===== src/rtl/gpu_pkg.sv =====
// ---------------------------------------------------------------------------
// gpu_pkg
// Definitions shared by the GPU command path. The instruction assembler
// builds words in this format and the pixel generator decodes against the
// same opcodes.
//   INSTR_W         : width of one instruction word
//   OPCODE_W        : width of the opcode field, held in the low bits
//   BYTES_PER_INSTR : number of link bytes that make up one word
//   opcode_e        : known opcodes
//   instr_t         : one instruction word
// ---------------------------------------------------------------------------
package gpu_pkg;

   localparam int INSTR_W         = 32;
   localparam int OPCODE_W        = 8;
   localparam int BYTES_PER_INSTR = INSTR_W / 8;

   typedef enum logic [OPCODE_W-1:0] {
      SET_BG_COLOR = 8'h01
   } opcode_e;

   typedef logic [INSTR_W-1:0] instr_t;

endpackage


===== src/rtl/instruction_assembler_if.sv =====
// ---------------------------------------------------------------------------
// instruction_assembler_if
// Bundles the byte-link input, the vblank qualifier and the instruction
// output side of the instruction assembler.
//   slave modport  : used by the assembler itself
//   master modport : used by whatever drives the link and consumes words
// Signals:
//   i_byte / i_byte_valid : received byte and its one-cycle strobe
//   i_vblank              : display is in vertical blanking
//   o_instruction         : last issued instruction word
//   o_instruction_ready   : one-cycle pulse marking a newly issued word
//   o_overflow            : sticky, a completed word was dropped
//   o_fifo_count          : number of words currently buffered
// ---------------------------------------------------------------------------
interface instruction_assembler_if
   import gpu_pkg::*;
#(
   parameter int FIFO_DEPTH = 4
);

   logic [7:0]                    i_byte;
   logic                          i_byte_valid;
   logic                          i_vblank;
   instr_t                        o_instruction;
   logic                          o_instruction_ready;
   logic                          o_overflow;
   logic [$clog2(FIFO_DEPTH):0]   o_fifo_count;

   modport slave (
      input  i_byte,
      input  i_byte_valid,
      input  i_vblank,
      output o_instruction,
      output o_instruction_ready,
      output o_overflow,
      output o_fifo_count
   );

   modport master (
      output i_byte,
      output i_byte_valid,
      output i_vblank,
      input  o_instruction,
      input  o_instruction_ready,
      input  o_overflow,
      input  o_fifo_count
   );

endinterface


===== src/rtl/sync_fifo.sv =====
// ---------------------------------------------------------------------------
// sync_fifo
// Single-clock FIFO with a registered read port. The read register loads the
// head word on a pop and holds it otherwise, so it can drive an output
// directly.
// Parameters: WIDTH (data width), DEPTH (power of 2, at least 2)
// Ports:
//   clk_i, reset_i : clock and synchronous active-high reset
//   push_i         : write pushData_i; taken when not full or when a pop
//                    happens in the same cycle
//   pushData_i     : data to write
//   pop_i          : read the head; ignored when empty
//   popData_o      : registered head word from the last pop
//   count_o        : number of words held
//   full_o/empty_o : occupancy flags
// ---------------------------------------------------------------------------
module sync_fifo #(
   parameter int WIDTH = 32,
   parameter int DEPTH = 4
) (
   input  logic                     clk_i,
   input  logic                     reset_i,
   input  logic                     push_i,
   input  logic [WIDTH-1:0]         pushData_i,
   input  logic                     pop_i,
   output logic [WIDTH-1:0]         popData_o,
   output logic [$clog2(DEPTH):0]   count_o,
   output logic                     full_o,
   output logic                     empty_o
);

   localparam int PTR_W = $clog2(DEPTH);
   localparam int CNT_W = PTR_W + 1;

   logic [WIDTH-1:0] mem_q [DEPTH];
   logic [PTR_W-1:0] wrPtr_q, wrPtr_d;
   logic [PTR_W-1:0] rdPtr_q, rdPtr_d;
   logic [CNT_W-1:0] count_q, count_d;
   logic [WIDTH-1:0] popData_q, popData_d;
   logic             doPush;
   logic             doPop;

   assign full_o    = (count_q == CNT_W'(DEPTH));
   assign empty_o   = (count_q == '0);
   assign count_o   = count_q;
   assign popData_o = popData_q;

   // A full FIFO still takes a write when a read frees the slot on the same
   // edge; the read sees the old head because memory updates after the edge.
   always_comb begin
      doPop     = pop_i && !empty_o;
      doPush    = push_i && (!full_o || doPop);
      wrPtr_d   = wrPtr_q;
      rdPtr_d   = rdPtr_q;
      count_d   = count_q;
      popData_d = popData_q;
      if (doPush) begin
         wrPtr_d = wrPtr_q + PTR_W'(1);
      end
      if (doPop) begin
         rdPtr_d   = rdPtr_q + PTR_W'(1);
         popData_d = mem_q[rdPtr_q];
      end
      if (doPush && !doPop) begin
         count_d = count_q + CNT_W'(1);
      end else if (doPop && !doPush) begin
         count_d = count_q - CNT_W'(1);
      end
   end

   // Pointers, occupancy and read register.
   always_ff @(posedge clk_i) begin
      if (reset_i) begin
         wrPtr_q   <= '0;
         rdPtr_q   <= '0;
         count_q   <= '0;
         popData_q <= '0;
      end else begin
         wrPtr_q   <= wrPtr_d;
         rdPtr_q   <= rdPtr_d;
         count_q   <= count_d;
         popData_q <= popData_d;
      end
   end

   // Storage is left unreset; occupancy alone decides what is valid.
   always_ff @(posedge clk_i) begin
      if (doPush) begin
         mem_q[wrPtr_q] <= pushData_i;
      end
   end

endmodule


===== src/rtl/instruction_assembler.sv =====
// ---------------------------------------------------------------------------
// instruction_assembler
// Collects link bytes into 32-bit little-endian instruction words (first
// byte is the opcode), buffers them, and issues them as one-cycle pulses
// only while vertical blanking is active. A partial word that stalls for
// TIMEOUT_CYCLES is discarded.
// Parameters: FIFO_DEPTH (power of 2, >= 2), TIMEOUT_CYCLES (>= 2)
// Ports:
//   i_clk   : system/pixel clock
//   i_reset : synchronous active-high reset
//   bus     : byte input, vblank and instruction output (slave modport)
// ---------------------------------------------------------------------------
module instruction_assembler
   import gpu_pkg::*;
#(
   parameter int FIFO_DEPTH     = 4,
   parameter int TIMEOUT_CYCLES = 250000
) (
   input  logic                    i_clk,
   input  logic                    i_reset,
   instruction_assembler_if.slave  bus
);

   localparam int CNT_W  = $clog2(FIFO_DEPTH) + 1;
   localparam int IDX_W  = $clog2(BYTES_PER_INSTR);
   localparam int IDLE_W = $clog2(TIMEOUT_CYCLES);
   localparam int HELD_W = INSTR_W - 8;
   localparam logic [IDX_W-1:0]  LAST_IDX  = IDX_W'(BYTES_PER_INSTR - 1);
   localparam logic [IDLE_W-1:0] IDLE_LAST = IDLE_W'(TIMEOUT_CYCLES - 1);

   logic [IDX_W-1:0]  idx_q, idx_d;
   logic [HELD_W-1:0] held_q, held_d;
   logic [IDLE_W-1:0] idle_q, idle_d;
   logic              overflow_q, overflow_d;
   logic              ready_q, ready_d;

   logic              pushReq;
   instr_t            pushWord;
   logic              pop;
   logic              fifoFull;
   logic              fifoEmpty;
   logic [CNT_W-1:0]  fifoCount;
   instr_t            headWord;

   // Byte assembly and stall timeout. The last byte is not stored; it goes
   // straight into the pushed word alongside the three held bytes. A byte
   // arriving on the timeout cycle wins over the discard.
   always_comb begin
      idx_d    = idx_q;
      held_d   = held_q;
      idle_d   = idle_q;
      pushReq  = 1'b0;
      pushWord = {bus.i_byte, held_q};
      if (bus.i_byte_valid) begin
         idle_d = '0;
         if (idx_q == LAST_IDX) begin
            pushReq = 1'b1;
            idx_d   = '0;
         end else begin
            case (idx_q)
               2'd0:    held_d[7:0]   = bus.i_byte;
               2'd1:    held_d[15:8]  = bus.i_byte;
               default: held_d[23:16] = bus.i_byte;
            endcase
            idx_d = idx_q + IDX_W'(1);
         end
      end else if (idx_q != '0) begin
         if (idle_q == IDLE_LAST) begin
            idx_d  = '0;
            idle_d = '0;
         end else begin
            idle_d = idle_q + IDLE_W'(1);
         end
      end
   end

   // Issue only in vblank so colour changes never land mid-frame. A word
   // that finds the FIFO full with no pop on the same edge is lost.
   always_comb begin
      pop        = !fifoEmpty && bus.i_vblank;
      ready_d    = pop;
      overflow_d = overflow_q;
      if (pushReq && fifoFull && !pop) begin
         overflow_d = 1'b1;
      end
   end

   // Assembly state, sticky overflow and the ready pulse register.
   always_ff @(posedge i_clk) begin
      if (i_reset) begin
         idx_q      <= '0;
         held_q     <= '0;
         idle_q     <= '0;
         overflow_q <= 1'b0;
         ready_q    <= 1'b0;
      end else begin
         idx_q      <= idx_d;
         held_q     <= held_d;
         idle_q     <= idle_d;
         overflow_q <= overflow_d;
         ready_q    <= ready_d;
      end
   end

   sync_fifo #(
      .WIDTH (INSTR_W),
      .DEPTH (FIFO_DEPTH)
   ) u_fifo (
      .clk_i      (i_clk),
      .reset_i    (i_reset),
      .push_i     (pushReq),
      .pushData_i (pushWord),
      .pop_i      (pop),
      .popData_o  (headWord),
      .count_o    (fifoCount),
      .full_o     (fifoFull),
      .empty_o    (fifoEmpty)
   );

   assign bus.o_instruction       = headWord;
   assign bus.o_instruction_ready = ready_q;
   assign bus.o_overflow          = overflow_q;
   assign bus.o_fifo_count        = fifoCount;

endmodule


===== src/flat_wrapper.sv =====
// flat-port wrapper written by rule: the top's interface ports become plain ports
module instruction_assembler_flat import gpu_pkg::*;
#(
   parameter int FIFO_DEPTH     = 4,
   parameter int TIMEOUT_CYCLES = 250000
)
  (i_clk, i_reset, bus_i_byte, bus_i_byte_valid, bus_i_vblank, bus_o_instruction, bus_o_instruction_ready, bus_o_overflow, bus_o_fifo_count);
  instruction_assembler_if #(.FIFO_DEPTH(FIFO_DEPTH)) bus_i ();
  input  logic i_clk;
  input  logic i_reset;
  input wire logic [$bits(bus_i.i_byte)-1:0] bus_i_byte;
  input wire logic [$bits(bus_i.i_byte_valid)-1:0] bus_i_byte_valid;
  input wire logic [$bits(bus_i.i_vblank)-1:0] bus_i_vblank;
  output wire logic [$bits(bus_i.o_instruction)-1:0] bus_o_instruction;
  output wire logic [$bits(bus_i.o_instruction_ready)-1:0] bus_o_instruction_ready;
  output wire logic [$bits(bus_i.o_overflow)-1:0] bus_o_overflow;
  output wire logic [$bits(bus_i.o_fifo_count)-1:0] bus_o_fifo_count;
  assign bus_i.i_byte = bus_i_byte;
  assign bus_i.i_byte_valid = bus_i_byte_valid;
  assign bus_i.i_vblank = bus_i_vblank;
  assign bus_o_instruction = bus_i.o_instruction;
  assign bus_o_instruction_ready = bus_i.o_instruction_ready;
  assign bus_o_overflow = bus_i.o_overflow;
  assign bus_o_fifo_count = bus_i.o_fifo_count;
  instruction_assembler #(.FIFO_DEPTH(FIFO_DEPTH), .TIMEOUT_CYCLES(TIMEOUT_CYCLES)) u_core (.i_clk(i_clk), .i_reset(i_reset), .bus(bus_i));
endmodule

===== config.mk =====
export PLATFORM = sky130hd
export DESIGN_NAME = instruction_assembler_flat
export DESIGN_NICKNAME = d
export VERILOG_FILES = /design/src/rtl/gpu_pkg.sv /design/src/rtl/instruction_assembler_if.sv /design/src/rtl/sync_fifo.sv /design/src/rtl/instruction_assembler.sv /design/src/flat_wrapper.sv
export SDC_FILE = /design/constraint.sdc
export NUM_CORES = 1
export LEC_CHECK = 0
export CELL_PAD_IN_SITES_DETAIL_PLACEMENT = 1
export CELL_PAD_IN_SITES_GLOBAL_PLACEMENT = 2
export CORE_MARGIN = 2
export CORE_UTILIZATION = 45
export DETAILED_ROUTE_END_ITERATION = 16
export PLACE_DENSITY_LB_ADDON = 0.05
export SLEW_MARGIN = 20
export SYNTH_ARGS = -nofsm -noshare
export SYNTH_HDL_FRONTEND = slang
export SYNTH_SLANG_ARGS = --single-unit

===== constraint.sdc =====
create_clock -name i_clk -period 4.7 [get_ports i_clk]
set_input_delay 0.705 -clock i_clk [delete_from_list [all_inputs] [get_ports i_clk]]
set_output_delay 0.705 -clock i_clk [all_outputs]
set_load 0.05 [all_outputs]

==> results.cfg <==
[yosys]
syn_area_sq_mm = 0.007971
syn_nets = 598
syn_area_per_cell_sq_um = 13.86
synth.distinct_cells = 36
synth_largest_area_cell = edfxtp_1
synth_seq_cells = 213
syn_inst = 575
synth_top_cell_area_share = 0.4822
ys_warn_count = 0
ys_seq_area_frac = 0.6957
synth_area_leaders = edfxtp_1 (48%), dfxtp_1 (21%), mux4_2 (9.0%), nand2_1 (4.8%), a21oi_1 (3.7%)

[sta]
fin_skew_ps = 20.37
whs_ps = 453.5
finalSetupTns_ps = 0
fin_crit_sh = 0.6102
finalCriticalPeriod_ps = 2868
grt_setup_unrepaired = false
max_slew_margin = 0.3527
worstMarginPinSlew_ps = 971.0
fmax_ghz = 0.3487
hold_viol_final = 0
drv_slew = 0
setup_viol = 0

[detailed_routing]
ant_nets = 0
route.detailed.drc = 0
drt-pass1-iter-count = 4
via_per_inst = 5.371
vias = 4667
drt_wl_total_um = 17170
wl_per_cell_um = 19.76
drt_iter0_markers = 191

[worst_setup_path]
startpoint_type = input port
worstSetupPathType = in -> reg
crit_slowest_cell = clkdlybuf4s50_1
rr_worst_depth = 6
arrival_ps = 3310
path_depth = 9
critPathRequiredTime_ps = 5150
cp_max_fo = 14
cp_cell_sequence = clkdlybuf4s50_1 > nand2_1 > nor2_1 > ha_1 > inv_1 > fa_1 > xor2_1 > or3_1 > a21oi_1
max_stage_delay_ps = 810
end_kind = register
crit_buf_inv = 2
crit_family = buffers and inverters

[worst_hold_path]
min_delay_path_depth = 2
min_path_type = reg -> reg

[cts]
root_buffer = clkbuf_16
clock_path_buffers = 3
cts_setup_buffers = 0
clock-sinks = 213
hold_buffers = 0
cts_buffers = 23
cts-resized-gates = 0
htreeDepth = 1
clkTransAtPathRegs_ps = 60
cts_tree = done
clk_latency_ps = 520

[global_routing]
grt_pass1_vias = 4956
track_usage = 0.1915
antenna_found_initial = 0
overflow = 0
grt_pass1_wl_um = 27280
grt_max_degree = 68

[power]
leakage_uw = 0.003087
p_per_area_mw_per_mm2 = 521.2
vdd_ir_drop_max_v = 0.0003895

[cells_and_area]
area_delta_synth_final_pct = 18.79
nNetsFinal = 650
drive_gt1_frac = 0.1366
n_antenna_cell = 0
final_cell_mix = edfxtp_1 (128), nand2_1 (101), dfxtp_1 (83)
mostFrequentLayoutCell = edfxtp_1

[floorplanning]
num_rows = 48
fp.dieW_um = 137.1
dieArea_sq_mm = 0.01880
die_h_um = 137.1
io_pins = 49
core_sq_mm = 0.01730
initial_core_util = 0.4609

[place]
portBuffers = 48
hpwl_um = 10110
gp_congestion = 0.8071

[flow_run]
drv_cap = 0

[outcome]
outcome = completed
-- worst paths after layout --
check / slack, ps / from / endpoint
worst max-delay path: 1830 / bus_i_byte_valid / u_core.u_fifo.count_o[2]
worst min-delay path: 450 / u_core.u_fifo.popData_o[24] / u_core.u_fifo.popData_o[24]
worst max register to register: 2110 / u_core.idx_q[0] / u_core.idx_q[1]
worst min register to register: 450 / u_core.u_fifo.popData_o[24] / u_core.u_fifo.popData_o[24]
-- worst reg2reg max path, stage by stage (launching register included) --
cell	delay [ps]
dfxtp_1	380
inv_1	90
ha_1	430
nand4b_1	440
o41ai_2	740
buf_4	280
o22ai_1	80
-- area by class of cell --
cell class	count	area [sq um]
fill	1713	7828
multi-input combinational	321	2270
clock inverter	13	128.9
clock buffer	29	649.4
sequential	213	5548
inverter	9	33.78
tap	225	281.5
timing repair buffer	59	558.0
-- through the flow --
stage	util	power [uW]	instance area, sq um	instances	worst slack, ps
floorplan	-	2839	7971	575	1999
global placement	0.5025	3133	8691	827	1444
detailed placement	0.5025	3164	8691	827	1273
CTS	0.5475	4995	9469	869	1836
global route	0.5475	5131	9469	869	1628
finish	0.5475	4936	9469	869	1832
-- synth_stat cells (all sizes together) --
cell type  number
and3            1
nor3            2
a31oi           1
ha             10
dfxtp          85
clkinv          1
fa              1
or4b            1
mux4           32
inv             8
o41ai           2
o22ai           1
clkbuf         22
nor2b           2
buf            10
nand2         101
edfxtp        128
and4b           1
mux2i           2
xor2            7
nand4           5
nor4b           1
a21oi          59
nand3          29
nand4b          2
and2            4
xnor2          14
o21ai           3
nor2           29
nor4            8
or3             2
o31a            1
-- sequential cells by signal, indices dropped and copies added, names as in the netlist --
name	flops
u_core.bus.o_instruction_ready	1
u_core.u_fifo.popData_o	32
u_core.idx_q	2
u_core.u_fifo.rdPtr_q	2
u_core.held_q	24
u_core.bus.o_overflow	1
u_core.idle_q	18
u_core.u_fifo.wrPtr_q	2
u_core.u_fifo.count_o	3
u_core.u_fifo.mem_q	128
-- power breakdown --
group / internal [uW] / total (uW) / switching (uW)
Sequential: 2080 / 2160 / 83.6
Combinational: 324 / 945 / 621
Clock: 1090 / 1830 / 735
-- cell families after synthesis --
logic type / count (synthesis) / synth area share
flip-flops: 213 / 0.6957
AND/OR/NAND/NOR: 188 / 0.1058
AO/OA/AOI/OAI: 67 / 0.04379
buffers and inverters: 41 / 0.02056
multiplexers: 34 / 0.09292
XOR/XNOR: 21 / 0.02307
adder cells (fa/ha/maj): 11 / 0.01821
-- routing by layer --
layer	vias to the layer above	global-route usage	part of all wire
met3	36	0.02963	0.042
met2	89	0.3289	0.50
met5	-	0	0
met1	2348	0.2499	0.43
met4	0	0.06128	0.030
li1	2194	-	-
No activity file was read; power rests on OpenSTA's default activity.
